===== config.mk =====
export PLATFORM = sky130hd
export DESIGN_NAME = phase_error_tdc
export DESIGN_NICKNAME = d
export VERILOG_FILES = /design/src/rtl/phase_error_tdc.sv
export SDC_FILE = /design/constraint.sdc
export NUM_CORES = 1
export LEC_CHECK = 0
export CORE_AREA = 2 2 77 60
export CTS_BUF_LIST = sky130_fd_sc_hd__clkbuf_8
export DETAILED_ROUTE_END_ITERATION = 7
export DIE_AREA = 0 0 79 62
export PLACE_DENSITY = 0.57
export RECOVER_POWER = 100
export REMOVE_ABC_BUFFERS = 1
export SYNTH_ARGS = -nofsm -noshare
export SYNTH_HDL_FRONTEND = slang
export SYNTH_SLANG_ARGS = --single-unit

===== constraint.sdc =====
create_clock -name clk -period 5.6 [get_ports clk]
set_input_delay 1.12 -clock clk [delete_from_list [all_inputs] [get_ports clk]]
set_output_delay 1.12 -clock clk [all_outputs]
set_load 0.02 [all_outputs]

===== src/rtl/phase_error_tdc.sv =====
// phase_error_tdc
// Counting phase-error TDC for a digital PLL. It measures the distance, in clk
// cycles, between rising edges of the reference and the divided DCO feedback,
// and reports which of the two came first. If one input edges twice before the
// other edges once, that is a cycle slip.
//
// Build option:
//   TDC_INPUT_SYNC_EN  - pass ref_in/fb_in through two-flop synchronizers before
//                        the sample register. Every edge arrives 2 cycles later;
//                        the measured magnitudes do not change.
//
// state    | meaning
// ---------+------------------------------------------------------------
// IDLE     | no measurement open; waiting for the first edge
// WAIT_FB  | reference edge seen; counting until the feedback edge
// WAIT_REF | feedback edge seen; counting until the reference edge

module phase_error_tdc #(
    parameter int inout_width = 8
) (
    input  logic                   clk,
    input  logic                   rstn,
    input  logic                   ref_in,
    input  logic                   fb_in,
    output logic [inout_width-1:0] tdc_out,
    output logic                   lead,
    output logic                   valid,
    output logic                   slip
);

    typedef enum logic [1:0] {
        IDLE     = 2'd0,
        WAIT_FB  = 2'd1,
        WAIT_REF = 2'd2
    } state_t;

    localparam logic [inout_width-1:0] cnt_max = '1;
    localparam logic [inout_width-1:0] cnt_one = inout_width'(1);

    logic ref_d, fb_d;

`ifdef TDC_INPUT_SYNC_EN
    // Three register stages up to ref_q/fb_q, so warm-up takes three clocks.
    localparam logic [1:0] warm_max = 2'd3;

    logic ref_s1, ref_s2, fb_s1, fb_s2;

    // Two-flop synchronizers for the asynchronous clock inputs
    always_ff @(posedge clk or negedge rstn) begin
        if (!rstn) begin
            ref_s1 <= 1'b0;
            ref_s2 <= 1'b0;
            fb_s1  <= 1'b0;
            fb_s2  <= 1'b0;
        end else begin
            ref_s1 <= ref_in;
            ref_s2 <= ref_s1;
            fb_s1  <= fb_in;
            fb_s2  <= fb_s1;
        end
    end

    assign ref_d = ref_s2;
    assign fb_d  = fb_s2;
`else
    localparam logic [1:0] warm_max = 2'd1;

    assign ref_d = ref_in;
    assign fb_d  = fb_in;
`endif

    logic       ref_q, fb_q, ref_prev, fb_prev;
    logic       ref_arm, fb_arm;
    logic [1:0] warm;
    logic       warm_done;
    logic       ref_edge, fb_edge;

    // The arm bits stop an input that is already high when reset is released
    // from looking like a rising edge. An input is armed only after a real
    // sample of 0 has been seen, which is possible once the pipeline holds
    // post-reset data (warm_done).
    assign warm_done = (warm == warm_max);
    assign ref_edge  = ref_q & ~ref_prev & ref_arm;
    assign fb_edge   = fb_q & ~fb_prev & fb_arm;

    // Sample register, edge history and arming
    always_ff @(posedge clk or negedge rstn) begin
        if (!rstn) begin
            ref_q    <= 1'b0;
            fb_q     <= 1'b0;
            ref_prev <= 1'b0;
            fb_prev  <= 1'b0;
            ref_arm  <= 1'b0;
            fb_arm   <= 1'b0;
            warm     <= 2'd0;
        end else begin
            ref_q    <= ref_d;
            fb_q     <= fb_d;
            ref_prev <= ref_q;
            fb_prev  <= fb_q;
            ref_arm  <= ref_arm | (warm_done & ~ref_q);
            fb_arm   <= fb_arm | (warm_done & ~fb_q);
            if (!warm_done) begin
                warm <= warm + 2'd1;
            end
        end
    end

    state_t                 state;
    logic [inout_width-1:0] cnt;
    logic [inout_width-1:0] cnt_nxt;

    // The counter saturates at cnt_max, so a very long gap reads as full scale.
    assign cnt_nxt = (cnt == cnt_max) ? cnt : cnt + cnt_one;

    // Measurement FSM with registered result, valid and slip outputs
    always_ff @(posedge clk or negedge rstn) begin
        if (!rstn) begin
            state   <= IDLE;
            cnt     <= '0;
            tdc_out <= '0;
            lead    <= 1'b0;
            valid   <= 1'b0;
            slip    <= 1'b0;
        end else begin
            valid <= 1'b0;
            slip  <= 1'b0;
            case (state)
                IDLE: begin
                    if (ref_edge && fb_edge) begin
                        tdc_out <= '0;
                        lead    <= 1'b0;
                        valid   <= 1'b1;
                    end else if (ref_edge) begin
                        state <= WAIT_FB;
                        cnt   <= cnt_one;
                    end else if (fb_edge) begin
                        state <= WAIT_REF;
                        cnt   <= cnt_one;
                    end
                end
                WAIT_FB: begin
                    // A closing edge wins over a coincident opening edge.
                    if (fb_edge) begin
                        tdc_out <= cnt;
                        lead    <= 1'b0;
                        valid   <= 1'b1;
                        state   <= IDLE;
                        cnt     <= '0;
                    end else if (ref_edge) begin
                        tdc_out <= cnt_max;
                        lead    <= 1'b0;
                        valid   <= 1'b1;
                        slip    <= 1'b1;
                        cnt     <= cnt_one;
                    end else begin
                        cnt <= cnt_nxt;
                    end
                end
                WAIT_REF: begin
                    if (ref_edge) begin
                        tdc_out <= cnt;
                        lead    <= 1'b1;
                        valid   <= 1'b1;
                        state   <= IDLE;
                        cnt     <= '0;
                    end else if (fb_edge) begin
                        tdc_out <= cnt_max;
                        lead    <= 1'b1;
                        valid   <= 1'b1;
                        slip    <= 1'b1;
                        cnt     <= cnt_one;
                    end else begin
                        cnt <= cnt_nxt;
                    end
                end
                default: begin
                    state <= IDLE;
                    cnt   <= '0;
                end
            endcase
        end
    end

endmodule


==> results of run 1 <==
-- routing by layer --
metal  routed length (um)  GRT usage [%]
met5                    0              0
met4                   16           5.17
met3                  155           4.77
met2                 1410           22.0
met1                 1550           18.7
-- synthesized netlist by cell type (2+ instances only) --
cell type and instances:
dfrtp_1 29, a21oi_1 17, nand2_1 14, inv_1 10, o21ai_0 10, mux2_2 8, ha_1 7, a211oi_1 4
buf_6 4, nor2_1 4, nand3_1 3, nor3_1 3, a31oi_1 2, a41oi_1 2, and3_2 2, and3b_1 2
nand2_2 2, xnor2_1 2
-- worst reg2reg max path, stage by stage, from the launching register on --
cell and delay [ps]:
dfrtp_1 420, inv_1 110, ha_1 370, nor4_1 870
a41oi_1 240, a311oi_2 280
-- per-stage QoR --
stage                     util, %  hold WS (ps)  instances
final                        42.7           451        227
after global routing         42.7           497        227
after CTS                    43.5           454        227
after detailed placement     41.6           442        219
after global placement       41.6           419        219
after floorplan                 -           405        147
-- registers in the layout, summed over array words and instances (netlist names), 2 cells and up --
register  cells
tdc_out       8
state         2
cnt           8
warm          2
-- area by class of cell --
class | count | area (um2) | area share (%)
Multi-Input combinational cell | 107 | 751 | 41.4
Sequential cell | 29 | 726 | 40.0
Timing Repair Buffer | 15 | 144 | 7.93
Tap cell | 57 | 71.3 | 3.93
Clock buffer | 5 | 68.8 | 3.79
Inverter | 11 | 41.3 | 2.27
Clock inverter | 3 | 13.8 | 0.758
-- worst min-delay path by stage --
stage	startpoint	end	slack, ps
finish	fb_q	fb_prev	450
global route	fb_q	fb_prev	500
CTS	fb_q	fb_prev	450
detailed placement	fb_q	fb_prev	440
global placement	fb_q	fb_prev	420
floorplan	fb_q	fb_prev	410
-- report_power, final --
group	switching [mW]	leakage [nW]	internal, mW
sequential	0.0296	0.370	0.250
clock	0.0768	0.0491	0.0839
combinational	0.204	0.388	0.132
-- cells by family after synthesis --
| logic type | count (synthesis) |
|---|---|
| compound gates | 49 |
| xor+xnor | 3 |
| fa+ha+maj | 7 |
| buf+inv | 16 |
| flops | 29 |
| mux | 10 |
| simple gates | 38 |
==> results.yml, run 1 <==
outcome:
  status: "completed"
synth:
  syn_inst: 152
  synth_fa_ha_area_share_pct: 5.46
  synth_edf_count: 0
  synth_mux_area_share_pct: 6.95
  yosys_warnings: 0
  synth_seq_area_share_pct: 45.3
  synth_top_area_share_pct: 45.3
  yosys.area.top_type: "dfrtp_1"
  yosys.area_share.xor_xnor_pct: 2.11
  synth_cell_types: 45
  synth_top_family_by_area: "compound AO/OA/AOI/OAI gates"
  synth-seq-cells: 29
  async_reset_ff_share_pct: 100
  syn_area_per_cell_um2: 10.5
  synth_area_um2: 1600
  yosys-top-cells-area: "dfrtp_1 (45%), mux2_2 (5.6%), ha_1 (5.5%)"
  yosys_most_used_dff: "dfrtp_1"
  synthSimpleGateAreaFrac_pct: 13.5
  synth_compound_area_share_pct: 20.8
layout:
  drive_gt1_share_pct: 14.1
  syn2layout_area_growth_pct: 13.3
  final_common_cell: "dfrtp_1"
  finalNetCount: 180
  diodes: 0
  post-route-cell-area_um2: 1820
  mostFrequentLayoutCells: "dfrtp_1 (29), a21oi_1 (17), nand2_1 (14), dlygate4sd3_1 (14), inv_1 (11)"
  nFillCells: 408
setup_path:
  crit_start: "rstn"
  crit_chain: "dlygate4sd3_1 > clkbuf_1"
  cp.depth: 2
  crit_arrival_ps: 2720
  endpoint_kind: "asynchronous set/reset pin"
  regToRegStartpoint: "state[0]"
  cp_slowest_cell: "clkbuf_1"
  r2r_cells: 5
  critPathMaxStageDelay_ps: 1080
  cp_num_buf_inv: 2
  crit_end: "tdc_out[7]"
  crit_fanout: 29
  r2r-end: "cnt[7]"
  crit_family: "buffers and inverters"
  critPathRequiredTime_ps: 5730
  ff2ff_setup_slack_ps: 3210
  start_kind: "primary input"
  crit_type: "in2async"
sta:
  fmax_mhz: 386
  finalSetupTns_ps: 0
  setup_viol: 0
  timing.slew.headroom_pct: 1.02
  fin_crit_sh_pct: 46.3
  final_max_slew_viol_count: 0
  fin_skew_ps: 2.63
  hold_viol: 0
  worst-slew-pin-transition_ps: 1480
  finalWorstSetupSlack_ps: 3010
  rsz0062_at_grt: "no"
  period_needed_ps: 2590
clock_tree:
  cts_num_sinks: 29
  cts_tree: "yes"
  clock_latency_ps: 280
  cts_buffers: 5
  clockBufferDepth: 2
  clkTransAtPathRegs_ps: 60
  cts_hold_buf: 0
  cts_resized: 0
  h-tree-depth: 2
  cts-root-buf: "clkbuf_8"
  cts_setup_buffers: 0
routing:
  ant_nets: 0
  via_per_inst: 5.33
  drtIter0Drc: 70
  via_count: 1209
  wl_um: 3130
  drc_errors: 0
  routedWlPerCell_um: 13.8
  firstDrtPassIters: 4
floorplanning:
  core_um2: 4260
  rows: 21
  fp.dieW_um: 79
  start_util_pct: 37.7
  die_h_um: 62
  io_pins: 15
  die_area_um2: 4900
grt:
  grt_pass1_wl_um: 5250
  grt_overflow: 0
  grt_max_degree: 30
  antenna_found_initial: 0
  track_usage_pct: 14.1
  grt_pass1_vias: 1095
pwr:
  leakagePower_nw: 0.808
  p_total_uw: 776
  power.density_nw_per_um2: 427
  vdd_drop_max_mv: 0.208
place:
  hpwl_um: 2260
  gp_congestion: 0.857
  io_buffers: 14
  dpl_cell_area_um2: 1770
  post-place-ws_ps: 3520
job:
  max-cap-violations: 0
min_path:
  holdPathStages: 0
  worstHoldPathType: "reg2reg"
No activity file was read; power rests on OpenSTA's default activity.
==> inputs of run 2 (changes only) <==
--- a/config.mk
+++ b/config.mk
@@ -9,7 +9,7 @@
 export CTS_BUF_LIST = sky130_fd_sc_hd__clkbuf_8
 export DETAILED_ROUTE_END_ITERATION = 7
 export DIE_AREA = 0 0 79 62
-export PLACE_DENSITY = 0.57
+export PLACE_DENSITY = 0.59
 export RECOVER_POWER = 100
 export REMOVE_ABC_BUFFERS = 1
 export SYNTH_ARGS = -nofsm -noshare
==> constraint.sdc (replaced) <==
create_clock -name clk -period 2.2 [get_ports clk]
set_input_delay 0.44 -clock clk [delete_from_list [all_inputs] [get_ports clk]]
set_output_delay 0.44 -clock clk [all_outputs]
set_load 0.02 [all_outputs]
==> run 2 against run 1 <==
Critical endpoint unchanged; combinational power grew to 2.6 times the previous value; largest cell class unchanged; die area is the same; clock skew is essentially flat.
==> results.yml, run 2 (same netlist as run 1, synthesis figures left out) <==
layout:
  finalNetCount: 183
  diodes: 0
  instances_no_fill: 230
  top_regs: "cnt x8, tdc_out x8"
  final_common_cell: "dfrtp_1"
  syn2layout_area_growth_pct: 17.0
  drive_gt1_share_pct: 16.2
  mostFrequentLayoutCells: "dfrtp_1 (29), a21oi_1 (17), nand2_1 (14), dlygate4sd3_1 (14), inv_1 (11)"
  post-route-cell-area_um2: 1880
  fin_util_pct: 44.1
setup_path:
  cp_num_buf_inv: 1
  crit_fanout: 9
  critPathMaxStageDelay_ps: 400
  cp_slowest_cell: "dfrtp_1"
  critPathRequiredTime_ps: 2360
  crit_type: "reg2reg"
  start_kind: "register"
  endpoint_kind: "register"
  crit_arrival_ps: 2150
  crit_chain: "inv_1 > ha_1 > or2_1 > a31oi_1 > nand2_2 > mux2_1"
  crit_family: "simple AND/OR/NAND/NOR gates"
routing:
  wl_um: 3270
  via_per_inst: 5.26
  routedWlPerCell_um: 14.2
  drtIter0Drc: 84
  via_count: 1209
  ant_nets: 0
  firstDrtPassIters: 4
  drc_errors: 0
sta:
  hold-worst-slack_ps: 446
  rsz0062_at_grt: "no"
  timing.slew.headroom_pct: 53.8
  fmax_mhz: 502
  fin_crit_sh_pct: 90.5
  fin_skew_ps: 2.31
  finalWorstSetupSlack_ps: 209
  worst-slew-pin-transition_ps: 693
  final_max_slew_viol_count: 0
  finalSetupTns_ps: 0
  setup_viol: 0
  hold_viol: 0
  period_needed_ps: 1990
clock_tree:
  cts_num_sinks: 29
  cts_hold_buf: 0
  clockBufferDepth: 2
  cts-root-buf: "clkbuf_8"
  h-tree-depth: 2
  clkTransAtPathRegs_ps: 60
  cts_setup_buffers: 0
  clock_latency_ps: 270
  cts_buffers: 5
  cts_resized: 0
  cts_tree: "yes"
grt:
  grt_pass1_vias: 1135
  track_usage_pct: 14.8
  grt_pass1_wl_um: 5510
  antenna_found_initial: 0
  grt_overflow: 0
  grt_max_degree: 30
pwr:
  leakagePower_nw: 0.837
  power.density_nw_per_um2: 1150
  p_total_mw: 2.15
  vdd_drop_max_mv: 0.506
floorplanning:
  core_um2: 4260
  die_area_um2: 4900
  die_h_um: 62
  rows: 21
  start_util_pct: 37.7
  fp.dieW_um: 79
  io_pins: 15
outcome:
  status: "completed"
place:
  io_buffers: 14
  post-place-ws_ps: 208
  place_inst: 222
  dpl_cell_area_um2: 1790
  gp_congestion: 0.940
  hpwl_um: 2450
job:
  max-cap-violations: 0
min_path:
  worstHoldPathType: "reg2reg"
==> run 2: path summary, 6_finish.rpt <==
check / startpoint / endpoint / slack, ps / cells after the start
worst max-delay path: state[0] / tdc_out[7] / 210 / 6
worst min-delay path: fb_q / fb_prev / 450 / 0
worst max register to register: state[0] / tdc_out[7] / 210 / 6
worst min register to register: fb_q / fb_prev / 450 / 0
max in group asynchronous: rstn / cnt[3] / 1020 / 2
min in group asynchronous: rstn / fb_q / 740 / 2
==> run 2: area by class of cell <==
type                            instances  area [um2]
Clock buffer                            6        82.6
Fill cell                             421        2380
Tap cell                               57        71.3
Timing Repair Buffer                   18         164
Clock inverter                          2        33.8
Inverter                               11        41.3
Sequential cell                        29         726
Multi-Input combinational cell        107         757
==> run 2: per-layer routing <==
layer | up-vias | global-route usage [%] | wire length (um)
li1 | 594 | - | -
met1 | 573 | 19.5 | 1590
met2 | 38 | 23.2 | 1450
met3 | 4 | 5.20 | 185
met4 | 0 | 4.68 | 38
met5 | - | 0 | 0
==> run 2: power by group <==
group	internal [mW]	switching (mW)
clock network	0.364	0.190
logic	0.356	0.524
registers	0.636	0.0799
total	1.36	0.794
==> run 2: worst reg2reg max path, delay by kind of cell (launching register included) <==
kind,cells,cell delay (ps)
AOI/OAI and AO/OA,1,230
buffers and inverters,1,110
and+or+nand+nor,2,520
muxes,1,340
adders and majority gates,1,270
DFF,1,400
==> inputs of run 3 (changes only) <==
--- a/config.mk
+++ b/config.mk
@@ -5,11 +5,13 @@
 export SDC_FILE = /design/constraint.sdc
 export NUM_CORES = 1
 export LEC_CHECK = 0
+export CELL_PAD_IN_SITES_DETAIL_PLACEMENT = 1
+export CELL_PAD_IN_SITES_GLOBAL_PLACEMENT = 1
 export CORE_AREA = 2 2 77 60
 export CTS_BUF_LIST = sky130_fd_sc_hd__clkbuf_8
 export DETAILED_ROUTE_END_ITERATION = 7
 export DIE_AREA = 0 0 79 62
-export PLACE_DENSITY = 0.59
+export PLACE_DENSITY = 0.72
 export RECOVER_POWER = 100
 export REMOVE_ABC_BUFFERS = 1
 export SYNTH_ARGS = -nofsm -noshare
==> run 3 against run 2 <==
Critical endpoint unchanged; sequential share of layout area up 0.55 points; die area unchanged; wire length up 14%; first-iteration DRC count down 9.5%; clock skew up 0.66 ps; critical path type unchanged; sequential cell count unchanged; setup slack worse by 27 ps; critical path depth unchanged; register-to-register slack worse by 30 ps; utilization down 0.62 points.
==> results.yml, run 3 (same netlist as run 1, synthesis figures left out) <==
grt:
  grt_pass1_wl_um: 6220
  antenna_found_initial: 0
  grt_pass1_vias: 1254
  track_usage_pct: 17.2
  grt_overflow: 0
  grt_max_degree: 30
sta:
  period_needed_ps: 2020
  final_max_slew_viol_count: 0
  hold-worst-slack_ps: 454
  rsz0062_at_grt: "no"
  fin_crit_sh_pct: 91.7
  timing.slew.headroom_pct: 52.9
  fin_skew_ps: 2.96
  finalSetupTns_ps: 0
  hold_viol: 0
  setup_viol: 0
  worst-slew-pin-transition_ps: 707
  fmax_mhz: 496
routing:
  drtIter0Drc: 76
  via_count: 1231
  routedWlPerCell_um: 16.2
  ant_nets: 0
  via_per_inst: 5.33
  drc_errors: 0
  firstDrtPassIters: 4
  wl_um: 3740
layout:
  fin_util_pct: 43.4
  finalNetCount: 184
  top_regs: "cnt x8, tdc_out x8"
  mostFrequentLayoutCells: "dfrtp_1 (29), a21oi_1 (17), nand2_1 (14), dlygate4sd3_1 (14), inv_1 (11)"
  syn2layout_area_growth_pct: 15.4
  diodes: 0
  final_common_cell: "dfrtp_1"
  drive_gt1_share_pct: 16.7
setup_path:
  crit_chain: "inv_1 > ha_1 > or2_1 > a31oi_1 > nand2_2 > mux2_1"
  crit_family: "simple AND/OR/NAND/NOR gates"
  critPathMaxStageDelay_ps: 400
  endpoint_kind: "register"
  critPathRequiredTime_ps: 2370
  crit_arrival_ps: 2190
  crit_fanout: 9
  cp_num_buf_inv: 1
  start_kind: "register"
  cp_slowest_cell: "dfrtp_1"
  crit_type: "reg2reg"
pwr:
  leakagePower_nw: 0.828
  pwr-share-seq_pct: 34.9
  cellInternalPower_mw: 1.22
  p_sw_uw: 831
  clkPwrFrac_pct: 20.9
  p_total_mw: 2.05
  combPwrFrac_pct: 44.3
  sw_frac_of_total_pct: 40.5
  vdd_drop_max_mv: 0.546
  power.density_nw_per_um2: 1110
floorplanning:
  fp.dieW_um: 79
  core_um2: 4260
  rows: 21
  io_pins: 15
  die_h_um: 62
  start_util_pct: 37.7
  die_area_um2: 4900
clock_tree:
  clock_latency_ps: 290
  cts-root-buf: "clkbuf_8"
  cts_setup_buffers: 0
  h-tree-depth: 2
  cts_buffers: 5
  cts_resized: 0
  cts_num_sinks: 29
  cts_hold_buf: 0
  cts_tree: "yes"
  clkTransAtPathRegs_ps: 60
  clockBufferDepth: 2
place:
  hpwl_um: 2740
  gp_congestion: 0.825
  io_buffers: 14
min_path:
  worstHoldPathType: "reg2reg"
outcome:
  status: "completed"
job:
  max-cap-violations: 0
==> run 3: metal layers <==
| layer | GRT usage, % | vias up | share of wire (%) |
|---|---|---|---|
| met5 | 0 | - | 0 |
| met2 | 25.4 | 22 | 44 |
| li1 | - | 597 | - |
| met3 | 6.94 | 5 | 5.4 |
| met4 | 5.91 | 0 | 1.3 |
| met1 | 23.1 | 607 | 49 |
==> run 3: final cells by class <==
cell class              count  area, um2
clock buffers               5       68.8
clock inverters             3       13.8
fillers                   499       2410
inverters                  11       41.3
multi-input cells         107        757
flip-flops and latches     29        726
well taps                  57       71.3
repair buffers             19        171
==> run 3: power groups by stage <==
stage	logic, mW	registers [mW]	clock network, mW
after global routing	1.00	0.736	0.458
after floorplan	0.559	0.783	0
final	0.908	0.715	0.429
after detailed placement	0.962	0.728	0
after CTS	0.972	0.720	0.432
after global placement	0.936	0.722	0
==> run 3: per-stage QoR <==
| step | worst slack (ps) | cell area (um2) | cells |
|---|---|---|---|
| 3_5_place_dp | 181 | 1800 | 223 |
| 2_1_floorplan | 367 | 1550 | 147 |
| 4_1_cts | 156 | 1880 | 231 |
| 5_1_grt | 33.8 | 1850 | 231 |
| 6_report | 183 | 1850 | 231 |
| 3_3_place_gp | 271 | 1800 | 223 |
==> run 3: final timing paths <==
kind | start | to | slack (ps) | depth (start not counted)
setup / recovery | state[0] | tdc_out[7] | 180 | 6
hold / removal | fb_q | fb_prev | 450 | 0
max in group asynchronous | rstn | tdc_out[7] | 1020 | 2
min in group asynchronous | rstn | warm[1] | 730 | 2
hold reg to reg | fb_q | fb_prev | 450 | 0
setup reg to reg | state[0] | tdc_out[7] | 180 | 6
